## config.mk

```make
export PLATFORM = sky130hd
export DESIGN_NAME = spi_target
export DESIGN_NICKNAME = d
export VERILOG_FILES = /design/src/rtl/spi_target_pkg.sv /design/src/rtl/spi_target_sync.sv /design/src/rtl/spi_target.sv
export SDC_FILE = /design/constraint.sdc
export NUM_CORES = 1
export LEC_CHECK = 0
export CORE_UTILIZATION = 37
export DETAILED_ROUTE_END_ITERATION = 8
export SYNTH_ARGS = -nofsm -noshare
export SYNTH_HDL_FRONTEND = slang
export SYNTH_SLANG_ARGS = --single-unit
```

## constraint.sdc

```tcl
create_clock -name raw_clk -period 4.3 [get_ports raw_clk]
set_clock_uncertainty 0.1 [all_clocks]
set_input_delay 0.645 -clock raw_clk [delete_from_list [all_inputs] [get_ports raw_clk]]
set_output_delay 0.645 -clock raw_clk [all_outputs]
set_load 0.02 [all_outputs]
```

## src/rtl/spi_target_pkg.sv

```systemverilog
// spi_target_pkg: shared constants, frame state type and helpers for the SPI target.
package spi_target_pkg;

   // Index of the final bit of a word (bit_count value at completion).
   localparam logic [3:0]  SPI_W8_LAST  = 4'd7;
   localparam logic [3:0]  SPI_W16_LAST = 4'd15;

   // Word shifted out when the host clocks a word with nothing loaded.
   localparam logic [15:0] TX_IDLE_WORD = 16'h0000;

   typedef enum logic {
      ST_IDLE  = 1'b0,
      ST_FRAME = 1'b1
   } frame_state_e;

   // First bit on the wire for a word: bit 15 in 16-bit frames, bit 7 in 8-bit frames.
   function automatic logic word_msb(input logic [15:0] word, input logic w16);
      return w16 ? word[15] : word[7];
   endfunction

endpackage

```

## src/rtl/spi_target_sync.sv

```systemverilog
// spi_target_sync: STAGES-deep synchroniser plus one edge-detect flop.
// rise/fall are single raw_clk pulses, STAGES+1 cycles after the pin moves.
module spi_target_sync #(
   parameter int   STAGES  = 2,
   parameter logic RST_VAL = 1'b0
) (
   input  logic raw_clk,
   input  logic reset_n,
   input  logic din,
   output logic rise,
   output logic fall
);

   logic [STAGES-1:0] sync_q;
   logic [STAGES-1:0] sync_d;
   logic              prev_q;
   logic              prev_d;

   // Next values: shift the pin into the chain, remember the previous synced level.
   always_comb begin
      sync_d = {sync_q[STAGES-2:0], din};
      prev_d = sync_q[STAGES-1];
   end

   // Synchroniser and edge-detect registers; reset to the pin's idle level.
   always_ff @(posedge raw_clk or negedge reset_n) begin
      if (!reset_n) begin
         sync_q <= {STAGES{RST_VAL}};
         prev_q <= RST_VAL;
      end else begin
         sync_q <= sync_d;
         prev_q <= prev_d;
      end
   end

   assign rise = sync_q[STAGES-1] & ~prev_q;
   assign fall = ~sync_q[STAGES-1] & prev_q;

endmodule

```

## src/rtl/spi_target.sv

```systemverilog
// spi_target: SPI mode-0 target, all pins oversampled in the raw_clk domain.
// Optional build macro SPI_TARGET_RX_FIFO_EN replaces the single RX register
// (overwrite on overrun) with a FIFO_DEPTH-entry RX FIFO (drop on full).
module spi_target
   import spi_target_pkg::*;
#(
   parameter int SYNC_STAGES = 2,
   parameter int FIFO_DEPTH  = 4
) (
   input  logic        raw_clk,
   input  logic        reset_n,
   input  logic        width_16,
   input  logic [15:0] tx_data,
   input  logic        tx_load,
   output logic        tx_empty,
   output logic [15:0] rx_data,
   output logic        rx_ready,
   input  logic        rx_ready_clear,
   output logic        rx_overrun,
   output logic        busy,
   input  logic        spi_clk,
   input  logic        spi_cs_n,
   input  logic        spi_mosi,
   output logic        spi_miso,
   output logic        spi_miso_oe
);

   logic                   sclk_rise_s;
   logic                   sclk_fall_s;
   logic                   cs_rise_s;
   logic                   cs_fall_s;
   logic [SYNC_STAGES-1:0] mosi_sync_q;
   logic [SYNC_STAGES-1:0] mosi_sync_d;
   logic                   mosi_s;

   frame_state_e           state_q, state_d;
   logic                   frame_w16_q, frame_w16_d;
   logic [3:0]             bit_count_q, bit_count_d;
   logic [14:0]            rx_shift_q, rx_shift_d;
   logic [15:0]            tx_shift_q, tx_shift_d;
   logic [15:0]            tx_buf_q, tx_buf_d;
   logic                   tx_empty_q, tx_empty_d;
   logic                   miso_q, miso_d;
   logic                   miso_oe_q, miso_oe_d;

   logic [15:0]            rx_next_s;
   logic [15:0]            reload_word_s;
   logic [15:0]            tx_shifted_s;
   logic [3:0]             last_s;
   logic                   word_done_s;
   logic [15:0]            word_s;

   spi_target_sync #(.STAGES(SYNC_STAGES), .RST_VAL(1'b0)) u_sync_sclk (
      .raw_clk (raw_clk),
      .reset_n (reset_n),
      .din     (spi_clk),
      .rise    (sclk_rise_s),
      .fall    (sclk_fall_s)
   );

   spi_target_sync #(.STAGES(SYNC_STAGES), .RST_VAL(1'b1)) u_sync_cs (
      .raw_clk (raw_clk),
      .reset_n (reset_n),
      .din     (spi_cs_n),
      .rise    (cs_rise_s),
      .fall    (cs_fall_s)
   );

   // MOSI chain has the same depth as the sclk chain, so it is aligned with sclk_rise_s.
   always_comb begin
      mosi_sync_d = {mosi_sync_q[SYNC_STAGES-2:0], spi_mosi};
   end

   assign mosi_s = mosi_sync_q[SYNC_STAGES-1];

   // Frame FSM, shift registers and TX holding register next-state logic.
   always_comb begin
      state_d       = state_q;
      frame_w16_d   = frame_w16_q;
      bit_count_d   = bit_count_q;
      rx_shift_d    = rx_shift_q;
      tx_shift_d    = tx_shift_q;
      tx_buf_d      = tx_buf_q;
      tx_empty_d    = tx_empty_q;
      miso_d        = miso_q;
      miso_oe_d     = miso_oe_q;
      word_done_s   = 1'b0;
      word_s        = 16'h0000;
      rx_next_s     = {rx_shift_q, mosi_s};
      reload_word_s = tx_empty_q ? TX_IDLE_WORD : tx_buf_q;
      tx_shifted_s  = tx_shift_q << 1'b1;
      last_s        = frame_w16_q ? SPI_W16_LAST : SPI_W8_LAST;

      case (state_q)
         ST_IDLE: begin
            if (cs_fall_s) begin
               state_d     = ST_FRAME;
               frame_w16_d = width_16;
               bit_count_d = 4'd0;
               rx_shift_d  = 15'h0000;
               tx_shift_d  = reload_word_s;
               tx_empty_d  = 1'b1;
               miso_d      = word_msb(reload_word_s, width_16);
               miso_oe_d   = 1'b1;
            end else begin
               bit_count_d = 4'd0;
               miso_d      = 1'b0;
               miso_oe_d   = 1'b0;
            end
         end
         ST_FRAME: begin
            if (cs_rise_s) begin
               // Any partial word is simply abandoned here.
               state_d     = ST_IDLE;
               bit_count_d = 4'd0;
               miso_d      = 1'b0;
               miso_oe_d   = 1'b0;
            end else if (sclk_rise_s) begin
               rx_shift_d = rx_next_s[14:0];
               if (bit_count_q == last_s) begin
                  bit_count_d = 4'd0;
                  word_done_s = 1'b1;
                  word_s      = frame_w16_q ? rx_next_s : {8'h00, rx_next_s[7:0]};
               end else begin
                  bit_count_d = bit_count_q + 4'd1;
               end
            end else if (sclk_fall_s) begin
               if (bit_count_q == 4'd0) begin
                  // Word boundary inside a continuous frame: fetch the next TX word.
                  tx_shift_d = reload_word_s;
                  tx_empty_d = 1'b1;
                  miso_d     = word_msb(reload_word_s, frame_w16_q);
               end else begin
                  tx_shift_d = tx_shifted_s;
                  miso_d     = word_msb(tx_shifted_s, frame_w16_q);
               end
            end else begin
               state_d = ST_FRAME;
            end
         end
         default: begin
            state_d     = ST_IDLE;
            bit_count_d = 4'd0;
            miso_d      = 1'b0;
            miso_oe_d   = 1'b0;
         end
      endcase

      // A load wins over a same-cycle consumption: the shifter took the old value above.
      if (tx_load) begin
         tx_buf_d   = tx_data;
         tx_empty_d = 1'b0;
      end else begin
         tx_buf_d = tx_buf_q;
      end
   end

   // Frame, shift and TX registers.
   always_ff @(posedge raw_clk or negedge reset_n) begin
      if (!reset_n) begin
         mosi_sync_q <= '0;
         state_q     <= ST_IDLE;
         frame_w16_q <= 1'b0;
         bit_count_q <= 4'd0;
         rx_shift_q  <= 15'h0000;
         tx_shift_q  <= 16'h0000;
         tx_buf_q    <= 16'h0000;
         tx_empty_q  <= 1'b1;
         miso_q      <= 1'b0;
         miso_oe_q   <= 1'b0;
      end else begin
         mosi_sync_q <= mosi_sync_d;
         state_q     <= state_d;
         frame_w16_q <= frame_w16_d;
         bit_count_q <= bit_count_d;
         rx_shift_q  <= rx_shift_d;
         tx_shift_q  <= tx_shift_d;
         tx_buf_q    <= tx_buf_d;
         tx_empty_q  <= tx_empty_d;
         miso_q      <= miso_d;
         miso_oe_q   <= miso_oe_d;
      end
   end

   assign busy        = (state_q == ST_FRAME);
   assign tx_empty    = tx_empty_q;
   assign spi_miso    = miso_q;
   assign spi_miso_oe = miso_oe_q;

`ifdef SPI_TARGET_RX_FIFO_EN
   localparam int FIFO_AW = (FIFO_DEPTH > 1) ? $clog2(FIFO_DEPTH) : 1;

   logic [15:0]      fifo_mem_q [FIFO_DEPTH];
   logic [15:0]      fifo_mem_d [FIFO_DEPTH];
   logic [FIFO_AW:0] wr_ptr_q, wr_ptr_d;
   logic [FIFO_AW:0] rd_ptr_q, rd_ptr_d;
   logic             rx_overrun_q, rx_overrun_d;
   logic             fifo_empty_s;
   logic             fifo_full_s;
   logic             fifo_pop_s;
   logic             fifo_push_s;

   // FIFO status; a pop in the same cycle frees the slot a full FIFO needs.
   always_comb begin
      fifo_empty_s = (wr_ptr_q == rd_ptr_q);
      fifo_full_s  = (wr_ptr_q[FIFO_AW] != rd_ptr_q[FIFO_AW]) &&
                     (wr_ptr_q[FIFO_AW-1:0] == rd_ptr_q[FIFO_AW-1:0]);
      fifo_pop_s   = rx_ready_clear && !fifo_empty_s;
      fifo_push_s  = word_done_s && (!fifo_full_s || fifo_pop_s);
   end

   // FIFO storage, pointers and sticky overrun next-state.
   always_comb begin
      fifo_mem_d   = fifo_mem_q;
      wr_ptr_d     = wr_ptr_q;
      rd_ptr_d     = rd_ptr_q;
      rx_overrun_d = rx_overrun_q;
      if (fifo_push_s) begin
         fifo_mem_d[wr_ptr_q[FIFO_AW-1:0]] = word_s;
         wr_ptr_d = wr_ptr_q + {{FIFO_AW{1'b0}}, 1'b1};
      end else begin
         wr_ptr_d = wr_ptr_q;
      end
      if (fifo_pop_s) begin
         rd_ptr_d = rd_ptr_q + {{FIFO_AW{1'b0}}, 1'b1};
      end else begin
         rd_ptr_d = rd_ptr_q;
      end
      if (word_done_s && !fifo_push_s) begin
         rx_overrun_d = 1'b1;
      end else if (rx_ready_clear) begin
         rx_overrun_d = 1'b0;
      end else begin
         rx_overrun_d = rx_overrun_q;
      end
   end

   // FIFO registers.
   always_ff @(posedge raw_clk or negedge reset_n) begin
      if (!reset_n) begin
         for (int i = 0; i < FIFO_DEPTH; i++) begin
            fifo_mem_q[i] <= 16'h0000;
         end
         wr_ptr_q     <= '0;
         rd_ptr_q     <= '0;
         rx_overrun_q <= 1'b0;
      end else begin
         fifo_mem_q   <= fifo_mem_d;
         wr_ptr_q     <= wr_ptr_d;
         rd_ptr_q     <= rd_ptr_d;
         rx_overrun_q <= rx_overrun_d;
      end
   end

   assign rx_data    = fifo_mem_q[rd_ptr_q[FIFO_AW-1:0]];
   assign rx_ready   = !fifo_empty_s;
   assign rx_overrun = rx_overrun_q;
`else
   logic [15:0] rx_data_q, rx_data_d;
   logic        rx_ready_q, rx_ready_d;
   logic        rx_overrun_q, rx_overrun_d;

   // Single RX register: a new word overwrites; overrun if the old one was never acknowledged.
   always_comb begin
      rx_data_d    = rx_data_q;
      rx_ready_d   = rx_ready_q;
      rx_overrun_d = rx_overrun_q;
      if (rx_ready_clear) begin
         rx_ready_d   = 1'b0;
         rx_overrun_d = 1'b0;
      end else begin
         rx_ready_d = rx_ready_q;
      end
      if (word_done_s) begin
         rx_data_d  = word_s;
         rx_ready_d = 1'b1;
         if (rx_ready_q && !rx_ready_clear) begin
            rx_overrun_d = 1'b1;
         end else begin
            rx_data_d = word_s;
         end
      end else begin
         rx_data_d = rx_data_q;
      end
   end

   // RX result registers.
   always_ff @(posedge raw_clk or negedge reset_n) begin
      if (!reset_n) begin
         rx_data_q    <= 16'h0000;
         rx_ready_q   <= 1'b0;
         rx_overrun_q <= 1'b0;
      end else begin
         rx_data_q    <= rx_data_d;
         rx_ready_q   <= rx_ready_d;
         rx_overrun_q <= rx_overrun_d;
      end
   end

   assign rx_data    = rx_data_q;
   assign rx_ready   = rx_ready_q;
   assign rx_overrun = rx_overrun_q;

   // FIFO_DEPTH only sizes the RX FIFO of the other build; nothing to generate here.
   if (FIFO_DEPTH < 32'sd1) begin : g_fifo_depth_unused
   end
`endif

endmodule
```

==> flow_summary.ini <==
[logic_synthesis]
synthAdderAreaFrac_pct = 0.985
synth-edff-count = 0
ys_types = 39
ys_seq_area_share_pct = 57.1
postSynth.asyncResetShare_pct = 100
syn_area_um2 = 3560
synth_compound_area_share_pct = 7.53
muxShareOfSynthArea_pct = 15.7
synth_top_family_by_area = multiplexers
ys_ff_latch = 81
netlist_top_cells_count = 77 x dfrtp_1, 31 x nand2_1, 28 x inv_1
yosys.area_share.simple_pct = 12.4
synthCells = 305
synthTopCellsByArea = dfrtp_1 54%, mux2_2 7.9%, mux2i_1 7.3%
synth_nets = 331
syn_avg_cell_area_um2 = 11.7
synth-main-ff-cell = dfrtp_1
yosys_warnings = 0
yosys.area.top_type = dfrtp_1
synth.top_cell.area_share_pct = 54.2
synth_xor_area_share_pct = 0.493
yosysMostFrequentCell = dfrtp_1

[grt]
antenna_found_initial = 0
grtUsageTotal_pct = 14.3
grt_pass1_wl_um = 11200
overflow = 0
grt_max_degree = 82
grt_pass1_vias = 2298

[power]
ir_drop_mv = 0.197
power_leakage_nw = 1.81
power_density_nw_per_um2 = 396

[worst_setup_path]
path_class = register to register
crit_required_ns = 4.44
cp.buffers_inverters = 1
path_max_fanout = 26
cp-end-kind = register
critPathTopFamily = simple AND/OR/NAND/NOR gates
cpPeakStageDelay_ns = 0.78
crit_path_cell_trace = buf_4 -> nand2_1 -> nor3_4 -> mux2_2
cp.arrival_ns = 2.76
crit_slowest_cell = nor3_4
startpoint_type = register

[timing]
worst_pin_slew_ns = 1.15
finalCriticalPeriod_ns = 2.62
setup_viol = 0
worst_slack_ns = 1.68
finalHoldViolations = 0
slew_violations = 0
slew_headroom_pct = 23.2
fmax_mhz = 382
rsz0062_at_grt = no
setup_tns_ns = 0
min_period_over_period_pct = 60.9

[placed_design]
place_area_um2 = 4080
hpwlAfterDp_um = 4290
gp_congestion = 0.806
pre_cts_ws_ns = 1.66
port_buffers = 45

[worst_hold_path]
hold_class = register to register

[clocking]
cts_sinks = 81
cts_setup_buffers = 0
ctsResizeCount = 0
tritoncts = done
insertion_delay_ns = 0.35
cts-hold-fix-buffers = 0
cts_buffers = 9
htree_num_levels = 3
cts_max_path_buffers = 2
cts_root_buf = clkbuf_8
clk_pin_slew_ns = 0.08

[floorplanning]
die_area_um2 = 10000
core_um2 = 9280
die_w_um = 100
die_h_um = 100
core.rowCount = 35
start_util_pct = 38.3
ios = 46

[cells_and_area]
final_util_pct = 46.3
area.growth.synth_to_final_pct = 20.8
finalInstanceArea_um2 = 4300
n_antenna_cell = 0
drive_above_1_share_pct = 14.9
fin_nets = 370

[drt]
drtIter0Drc = 60
via_per_inst = 4.86
drc = 0
ant_nets = 0
firstDrtPassIters = 5
wirelength_um = 6610
vias = 2323
post_drt_wl_per_cell_um = 13.8

[outcome]
status = finished clean

[job]
maxCapViolations = 0
==> state kept, by name, indices dropped and copies added (netlist names) <==
signal,flops
rx_shift_q,15
u_sync_cs.sync_q,2
tx_empty,1
u_sync_sclk.prev_q,1
u_sync_cs.prev_q,1
rx_ready,1
bit_count_q,4
spi_miso_oe,1
spi_miso,1
tx_buf_q,16
rx_data,16
busy,1
mosi_sync_q,2
rx_overrun,1
tx_shift_q,15
u_sync_sclk.sync_q,2
frame_w16_q,1
==> path summary, 6_finish.rpt <==
path | start | endpoint | slack (ns) | depth (start not counted)
setup reg to reg | busy$_DFF_PN0_ | rx_data[3]$_DFFE_PN0P_ | 1.68 | 4
hold / removal | mosi_sync_q[0]$_DFF_PN0_ | mosi_sync_q[1]$_DFF_PN0_ | 0.25 | 0
hold reg to reg | mosi_sync_q[0]$_DFF_PN0_ | mosi_sync_q[1]$_DFF_PN0_ | 0.25 | 0
setup / recovery | busy$_DFF_PN0_ | rx_data[3]$_DFFE_PN0P_ | 1.68 | 4
max in group asynchronous | reset_n | rx_shift_q[0]$_DFFE_PN0P_ | 3.07 | 1
min in group asynchronous | reset_n | rx_data[15]$_DFFE_PN0P_ | 0.34 | 1
==> metrics by stage <==
step / hold slack (ns) / total power [mW] / cells
2_1_floorplan: 0.231 / 1.04 / 305
3_3_place_gp: 0.234 / 1.12 / 462
3_5_place_dp: 0.236 / 1.12 / 462
4_1_cts: 0.253 / 1.72 / 478
5_1_grt: 0.263 / 1.79 / 478
6_report: 0.249 / 1.70 / 478
==> layer usage <==
metal	global-route usage, %	share of wire, %
met4	4.01	0.26
met2	21.9	45
met1	19.7	50
met3	4.67	5.2
met5	0	0
==> logic make-up after synthesis <==
group,Yosys count
buf+inv,47
mux,52
compound gates,39
fa+ha+maj,3
flops,81
xor+xnor,2
simple gates,81
==> report_power, final <==
group	switching (mW)	internal, mW	leakage [nW]
clock	0.270	0.328	0.104
sequential	0.0548	0.832	1.02
combinational	0.111	0.107	0.682
total	0.435	1.27	1.81
==> layout by cell type, fill, tap and decap left out, types with 2 or more instances in the layout <==
cell,netlist,layout
a21oi_1,16,16
ha_1,2,2
nand3b_1,14,14
dfrtp_1,77,77
a41oi_1,15,15
bufinv_16,0,2
nand2_1,31,31
inv_1,28,28
buf_4,0,3
dfstp_2,4,4
clkbuf_8,0,9
a31oi_1,3,3
mux2_2,25,25
nor3b_1,2,2
mux2i_1,26,26
clkbuf_1,10,2
nand2b_1,3,3
nand3_1,18,18
clkdlybuf4s50_1,0,44
nor2_1,3,3
==> cell type report <==
type / count / area (µm²)
Sequential cell: 81 / 2030
Fill cell: 887 / 4990
Inverter: 28 / 105
Multi-Input combinational cell: 177 / 1320
Clock inverter: 5 / 81.3
Clock buffer: 11 / 131
Tap cell: 129 / 161
Timing Repair Buffer: 47 / 463
Power figures use the tool's default switching activity.
